## config.mk

```make
export PLATFORM = sky130hd
export DESIGN_NAME = axil_slave_read_ctrl
export DESIGN_NICKNAME = d
export VERILOG_FILES = /design/src/rtl/axil_slave_read_ctrl.sv
export SDC_FILE = /design/constraint.sdc
export NUM_CORES = 1
export LEC_CHECK = 0
export BUFFER_PORTS_ARGS = -buffer_cell sky130_fd_sc_hd__buf_2
export CAP_MARGIN = 0
export CORE_ASPECT_RATIO = 1.75
export CORE_MARGIN = 2
export CORE_UTILIZATION = 45
export CTS_BUF_LIST = sky130_fd_sc_hd__clkbuf_8
export CTS_CLUSTER_DIAMETER = 100
export DETAILED_ROUTE_END_ITERATION = 12
export GPL_TIMING_DRIVEN = 0
export PLACE_DENSITY = 0.87
export REMOVE_ABC_BUFFERS = 1
export SYNTH_ARGS = -nofsm -noshare
export SYNTH_HDL_FRONTEND = slang
export SYNTH_SLANG_ARGS = --single-unit
```

## constraint.sdc

```tcl
create_clock -name S_AXIL_ACLK -period 3.73 [get_ports S_AXIL_ACLK]
set_clock_uncertainty 0.05 [all_clocks]
set_input_delay 0.9325 -clock S_AXIL_ACLK [delete_from_list [all_inputs] [get_ports S_AXIL_ACLK]]
set_output_delay 0.9325 -clock S_AXIL_ACLK [all_outputs]
set_load 0.1 [all_outputs]
```

## src/rtl/axil_slave_read_ctrl.sv

```systemverilog
// AXI4-Lite read-channel slave bridging AR/R to a simple user register port.
// Decodes a base/range window (DECERR on miss), bounds the wait on the user
// port with a timeout (SLVERR plus abort pulse) and counts error responses.
module axil_slave_read_ctrl #(
  parameter int                    ADDR_WIDTH     = 32,
  parameter int                    DATA_WIDTH     = 32,
  parameter logic [ADDR_WIDTH-1:0] BASE_ADDR      = '0,
  parameter longint unsigned       ADDR_RANGE     = 4096,
  parameter int                    TIMEOUT_CYCLES = 255
) (
  input  logic                  S_AXIL_ACLK,
  input  logic                  S_AXIL_ARESET,
  input  logic                  S_AXIL_ARVALID,
  output logic                  S_AXIL_ARREADY,
  input  logic [ADDR_WIDTH-1:0] S_AXIL_ARADDR,
  input  logic [2:0]            S_AXIL_ARPROT,
  output logic                  S_AXIL_RVALID,
  input  logic                  S_AXIL_RREADY,
  output logic [DATA_WIDTH-1:0] S_AXIL_RDATA,
  output logic [1:0]            S_AXIL_RRESP,
  output logic                  user_port_arvalid,
  input  logic                  user_port_arready,
  output logic [ADDR_WIDTH-1:0] user_port_araddr,
  output logic [2:0]            user_port_arprot,
  input  logic                  user_port_rvalid,
  input  logic [DATA_WIDTH-1:0] user_port_rdata,
  input  logic [1:0]            user_port_rresp,
  output logic                  user_port_abort,
  output logic [15:0]           rd_err_count
);

  localparam int TW = (TIMEOUT_CYCLES > 1) ? $clog2(TIMEOUT_CYCLES) + 1 : 1;
  localparam logic [TW-1:0] TMO_LAST = TW'((TIMEOUT_CYCLES > 0) ? TIMEOUT_CYCLES - 1 : 0);
  localparam bit TMO_EN = (TIMEOUT_CYCLES > 0);
  localparam logic [ADDR_WIDTH-1:0] WIN_MASK  = ~ADDR_WIDTH'(ADDR_RANGE - 1);
  localparam logic [ADDR_WIDTH-1:0] WORD_MASK = ~ADDR_WIDTH'(DATA_WIDTH / 8 - 1);
  localparam logic [1:0] RESP_OKAY   = 2'd0;
  localparam logic [1:0] RESP_SLVERR = 2'd2;
  localparam logic [1:0] RESP_DECERR = 2'd3;

  typedef enum logic [1:0] {IDLE, UREQ, UDATA, RESP} state_t;

  state_t                state_q, state_d;
  logic                  arready_q, arready_d;
  logic [ADDR_WIDTH-1:0] uaddr_q, uaddr_d;
  logic [2:0]            uprot_q, uprot_d;
  logic [DATA_WIDTH-1:0] rdata_q, rdata_d;
  logic [1:0]            rresp_q, rresp_d;
  logic                  abort_q, abort_d;
  logic [TW-1:0]         tmo_cnt_q, tmo_cnt_d;
  logic [15:0]           err_cnt_q, err_cnt_d;

  logic ar_hs, addr_hit, waiting, u_data, tmo_hit, r_hs;

  // Handshake and decode qualifiers shared by the FSM and datapath
  always_comb begin
    ar_hs    = S_AXIL_ARVALID & arready_q;
    addr_hit = (S_AXIL_ARADDR & WIN_MASK) == BASE_ADDR;
    waiting  = (state_q == UREQ) | (state_q == UDATA);
    // Data is only accepted once the request itself has been taken
    u_data   = ((state_q == UREQ) & user_port_arready & user_port_rvalid) |
               ((state_q == UDATA) & user_port_rvalid);
    tmo_hit  = TMO_EN & waiting & (tmo_cnt_q == TMO_LAST);
    r_hs     = (state_q == RESP) & S_AXIL_RREADY;
  end

  // State and datapath registers; reset drops any transaction in flight
  always_ff @(posedge S_AXIL_ACLK or posedge S_AXIL_ARESET) begin
    if (S_AXIL_ARESET) begin
      state_q   <= IDLE;
      arready_q <= 1'b0;
      uaddr_q   <= '0;
      uprot_q   <= '0;
      rdata_q   <= '0;
      rresp_q   <= '0;
      abort_q   <= 1'b0;
      tmo_cnt_q <= '0;
      err_cnt_q <= '0;
    end else begin
      state_q   <= state_d;
      arready_q <= arready_d;
      uaddr_q   <= uaddr_d;
      uprot_q   <= uprot_d;
      rdata_q   <= rdata_d;
      rresp_q   <= rresp_d;
      abort_q   <= abort_d;
      tmo_cnt_q <= tmo_cnt_d;
      err_cnt_q <= err_cnt_d;
    end
  end

  // Next-state logic; arrival of data takes priority over the timeout
  always_comb begin
    state_d = state_q;
    case (state_q)
      IDLE:  if (ar_hs) state_d = addr_hit ? UREQ : RESP;
      UREQ: begin
        if (u_data || tmo_hit)      state_d = RESP;
        else if (user_port_arready) state_d = UDATA;
      end
      UDATA: if (u_data || tmo_hit) state_d = RESP;
      RESP:  if (r_hs) state_d = IDLE;
      default: state_d = IDLE;
    endcase
  end

  // Datapath updates: request latch, response capture, timeout and error count
  always_comb begin
    arready_d = (state_d == IDLE);
    uaddr_d   = uaddr_q;
    uprot_d   = uprot_q;
    rdata_d   = rdata_q;
    rresp_d   = rresp_q;
    abort_d   = 1'b0;
    tmo_cnt_d = tmo_cnt_q;
    err_cnt_d = err_cnt_q;
    if (ar_hs) begin
      uaddr_d   = (S_AXIL_ARADDR - BASE_ADDR) & WORD_MASK;
      uprot_d   = S_AXIL_ARPROT;
      rdata_d   = '0;
      rresp_d   = addr_hit ? RESP_OKAY : RESP_DECERR;
      tmo_cnt_d = '0;
    end else if (waiting) begin
      tmo_cnt_d = tmo_cnt_q + 1'b1;
      if (u_data) begin
        rdata_d = user_port_rdata;
        rresp_d = user_port_rresp;
      end else if (tmo_hit) begin
        rdata_d = '0;
        rresp_d = RESP_SLVERR;
        abort_d = 1'b1;
      end
    end
    if (r_hs && (rresp_q != RESP_OKAY) && (err_cnt_q != 16'hFFFF))
      err_cnt_d = err_cnt_q + 16'd1;
  end

  // Bus-facing outputs decoded from state and registers
  always_comb begin
    S_AXIL_ARREADY    = arready_q;
    S_AXIL_RVALID     = (state_q == RESP);
    S_AXIL_RDATA      = rdata_q;
    S_AXIL_RRESP      = rresp_q;
    user_port_arvalid = (state_q == UREQ);
    user_port_araddr  = uaddr_q;
    user_port_arprot  = uprot_q;
    user_port_abort   = abort_q;
    rd_err_count      = err_cnt_q;
  end

endmodule

```

After elaboration in Yosys (flattened, before gate mapping)
Index checks and enable logic that the tools add are counted.
Widths: inputs -> output; s select.
{ "op_classes": {"muxes": 22, "n_eq_ne": 5, "n_bitwise": 8, "div_mod_pow": 0, "magnitude_cmp": 0, "n_addsub": 2, "shift": 0, "n_mul": 0, "n_reduce_logical": 10} }
{ "ops": {"columns": ["operator", "n"], "rows": [
  ["$mux 32", 4],
  ["$logic_not 32->1", 1],
  ["$mux 2", 11],
  ["$mux 9", 2],
  ["$add 16x1->16 const B", 1],
  ["$ne 16x16->1 const B", 1],
  ["$add 9x1->9 const B", 1],
  ["$eq 9x8->1 const B", 1],
  ["$pmux 2 s4", 1],
  ["$and 1x1->1", 6],
  ["$eq 2x2->1 const B", 2],
  ["$logic_not 2->1", 2],
  ["$mux 1", 4],
  ["$reduce_bool 2->1", 2],
  ["$reduce_bool 3->1", 1],
  ["$eq 2x1->1 const B", 1],
  ["$logic_and 1x1->1", 2],
  ["$or 1x1->1", 2],
  ["$reduce_and 2->1", 1],
  ["$logic_or 1x1->1", 1]
]} }
{ "totals": {"elab_cells": 56, "input_bits": 75, "memories": 0, "rom_bits": 0, "out_inout_bits": 89, "ramBits": 0, "latch_bits": 0, "reg_bits": 96} }

Longest topological paths before layout
{ "logic_depth": {"depth_word": 8, "depth_mapped": 8, "ltp_nobuf": 6} }

Worst setup path after synthesis
OpenSTA, ideal clock, no wires.
{ "synth_path": {"path_kind": "register -> register", "start": "register state_q[1]", "end": "register err_cnt_q[13], in the netlist rd_err_count[13]", "path_stages_with_launch": 6, "setup_time_ps": 163, "required_time_ps": 3517, "t_arrival_ps": 2412, "synth_period_minus_slack_ps": 2625, "slack_ps": 1105, "path_buffers": 0, "cell_sequence": "dfrtp_1 > ha_1 > o211ai_1 > or4b_4 > nor3_1 > xor2_1"} }
{ "synth_between": {"elab_chain_len": 4} }
{ "synth_lines": {"columns": ["element", "line_no", "text"], "rows": [
  ["start, declared", "43", "state_t state_q, state_d;"],
  ["start signal, assigned", "80", "state_q <= state_d;"],
  ["$eq 2x2->1", null, null],
  ["via S_AXIL_RVALID", "17", "output logic S_AXIL_RVALID,"],
  ["$and 1x1->1", "64", "r_hs = (state_q == RESP) & S_AXIL_RREADY;"],
  ["$logic_and 1x1->1 (2 in a row)", "134", "if (r_hs && (rresp_q != RESP_OKAY) && (err_cnt_q != 16'hFFFF))"],
  ["end signal, assigned", "88", "err_cnt_q <= err_cnt_d;"],
  ["end, declared", "51", "logic [15:0] err_cnt_q, err_cnt_d;"]
]} }
The timed path passes the listed nets, and every way through them passes these cells.
A chain may end at the register's enable or synchronous reset.

Worst setup path in the final report
{ "layout_path": {"start": "input S_AXIL_ARVALID", "end": "register rdata_q[13], in the netlist S_AXIL_RDATA[13]"} }
{ "layout_between": {"elab_chain_len": 3, "word_cells_on_any_way": 5} }
{ "layout_lines": {"columns": ["element", "line_no", "text"], "rows": [
  ["start, declared", "13", "input logic S_AXIL_ARVALID,"],
  ["$and 1x1->1 (*)", "57", "ar_hs = S_AXIL_ARVALID & arready_q;"],
  ["$reduce_bool 3->1 (no source line) or $reduce_bool 2->1 (tied branches)", null, null],
  ["$reduce_and 2->1 (no source line)", null, null],
  ["end signal, assigned", "84", "rdata_q <= rdata_d;"],
  ["end, declared", "47", "logic [DATA_WIDTH-1:0] rdata_q, rdata_d;"]
]} }
Mark *: on every way between the ends. The rest lies on a longest branch, timed or not.

==> run metrics <==
run status completed; setup TNS 0 ns; drc violations 0; synthesis-to-layout area growth 27.8%; vias per cell 5.28; IO Count 164; initial antenna violation count 0; worst slew pin tran 1.29 ns; multi-input logic area 1590 µm²; flop2flop setup slack 0.93 ns; period utilization 82.1%; Post-synth EDFFs 0; Critical Path RT 3.96 ns; Worst Path Class, Setup in -> reg; hold depth 2; worst r2r dst S_AXIL_RDATA[13]$_DFFE_PP0P_; via count 3,503; CTS resizes 0; # fillers 759; fin nets 622; Maximum Capacitance Violations 0; GP Congestion 0.829; CTS tree done; Root Buffer clkbuf_8; post-DP HPWL 7.25 mm; H-tree lvl count 3; Clock Sinks 96; # Post-CTS Setup Buffers 0; Mapped Area 4080 µm²; Final Hold Viols 0; CTS Buf Count 9; origin of the critical flop-to-flop path S_AXIL_ARREADY$_DFF_PP0_; Fmax achieved 326 MHz; Syn Area/Cell 10.6 µm²; post-synth cell types 41; critical-path maximum fanout 37; core area 8920 µm²; Hold Startpoint user_port_araddr[10]$_DFFE_PP0P_; final setup violation count 0; CTS Hold Bufs 0; Worst Hold Class reg -> reg; Syn Inst Count 384; Bufs on Longest Clock Path 2; RSZ-0062 raised after global routing no; most frequent cells in the layout buf_2, nand2_1, dfrtp_1; CP startpoint S_AXIL_ARVALID; Clock Pin Slew Worst Setup and Hold Paths 0.10 ns; Slew HR 14.1%; I/O Buffers 159; #FFs+latches synth 96; Die W 76 µm; Rows 46; post-synthesis sequential area ratio 58.8%; GRT Resource Usage Total 20.4%; Initial Util 45.8%; commonest non-fill, non-tap cell in the layout buf_2; Worst Hold End user_port_araddr[10]$_DFFE_PP0P_; Fin Hold WS 0.432 ns; Synth Flop Type dfrtp_1; Total Routed Length 10.2 mm; Antenna Cells 0; Routed WL per cell 15.3 µm; largest net degree at the start of global routing 66; Initial DRC Count 195; CP startpoint kind primary input; sequential cell area 2400 µm²; ANT nets after route 0; synth warn 0; later-pin clock latency in the skew report 0.36 ns; final setup margin 0.666 ns; setup slack at placement 0.293 ns; Crit path arrival time 3.30 ns; vias in the first global route 3,539; die height 130 µm; R2R depth 3; total grt overflow 0; Final Max Slew Viols 0; TritonRoute pass-1 iters 4; Final min period 3.06 ns; Setup crit end kind flop; asr flop ratio synth 100%; first-pass GRT wire length 16.1 mm; Die ar. 9880 µm²; share of cells above drive strength 1 34.2%
[worst max-delay path: stages]
cell and delay [ns]:
buf_2 0.10, nand2_1 0.92, and3_1 1.04, a22o_1 0.30
[synth_stat cells, drive strengths merged, types with 3 or more instances]
cell type / count / area (µm²)
o21ai: 4 / 20.0
ha: 8 / 100
inv: 5 / 18.8
and4: 6 / 55.1
a21o: 5 / 37.5
clkbuf: 8 / 30.0
nor2: 12 / 45.0
nand4: 11 / 68.8
nor3: 5 / 25.0
buf: 10 / 46.3
and2: 3 / 18.8
nor4: 7 / 43.8
nand3: 9 / 45.0
nand2: 109 / 409
xor2: 9 / 78.8
and3: 7 / 45.1
a22o: 31 / 272
a31oi: 5 / 31.3
dfrtp: 96 / 2400
xnor2: 13 / 114
[metrics by stage]
step	util, %	instances	cell area [µm²]
after floorplan	-	367	4010
after global placement	55.6	646	4960
after detailed placement	55.9	647	4990
after CTS	58.2	663	5190
after global routing	58.5	664	5220
final	58.5	664	5220
[area by class of cell]
cell class	count	area share, %
timing repair buffer	161	16.3
clock inverter	7	1.49
sequential	96	46.1
multi-input combinational	266	30.5
clock buffer	9	2.37
inverter	5	0.408
tap	120	2.88
[worst max path at each step]
stage	endpoint	slack, ns	cells past startpoint
2_1_floorplan	S_AXIL_ARREADY$_DFF_PP0_	0.24	1
3_3_place_gp	user_port_araddr[10]$_DFFE_PP0P_	-0.70	2
3_5_place_dp	S_AXIL_RRESP[1]$_DFFE_PP0P_	0.29	5
4_1_cts	S_AXIL_RRESP[1]$_DFFE_PP0P_	0.69	5
5_1_grt	S_AXIL_RDATA[13]$_DFFE_PP0P_	0.49	4
6_report	S_AXIL_RDATA[13]$_DFFE_PP0P_	0.67	4
[registers in the layout (all words and copies together) (netlist names)]
register / cells
S_AXIL_ARREADY: 1
user_port_araddr: 30
user_port_abort: 1
S_AXIL_RDATA: 32
rd_err_count: 16
user_port_arprot: 3
tmo_cnt_q: 9
state_q: 2
S_AXIL_RRESP: 2
[logic make-up after synthesis]
family	after synthesis	share of synthesized area, %
xor+xnor	22	4.72
buf+inv	23	2.33
mux	2	0.552
compound gates	53	10.7
simple gates	179	20.3
other cells	1	0.0919
fa+ha+maj	8	2.45
flops	96	58.8
[layer usage]
metal / global-route usage [%] / part of all wire (%)
met2: 36.7 / 54
met5: 0 / 0
met3: 3.39 / 4.8
met4: 9.73 / 2.1
met1: 24.0 / 39
Power is left out: the tool's default activity adds up to more than one toggle a clock period on the data nets, which glitch-free logic cannot reach.
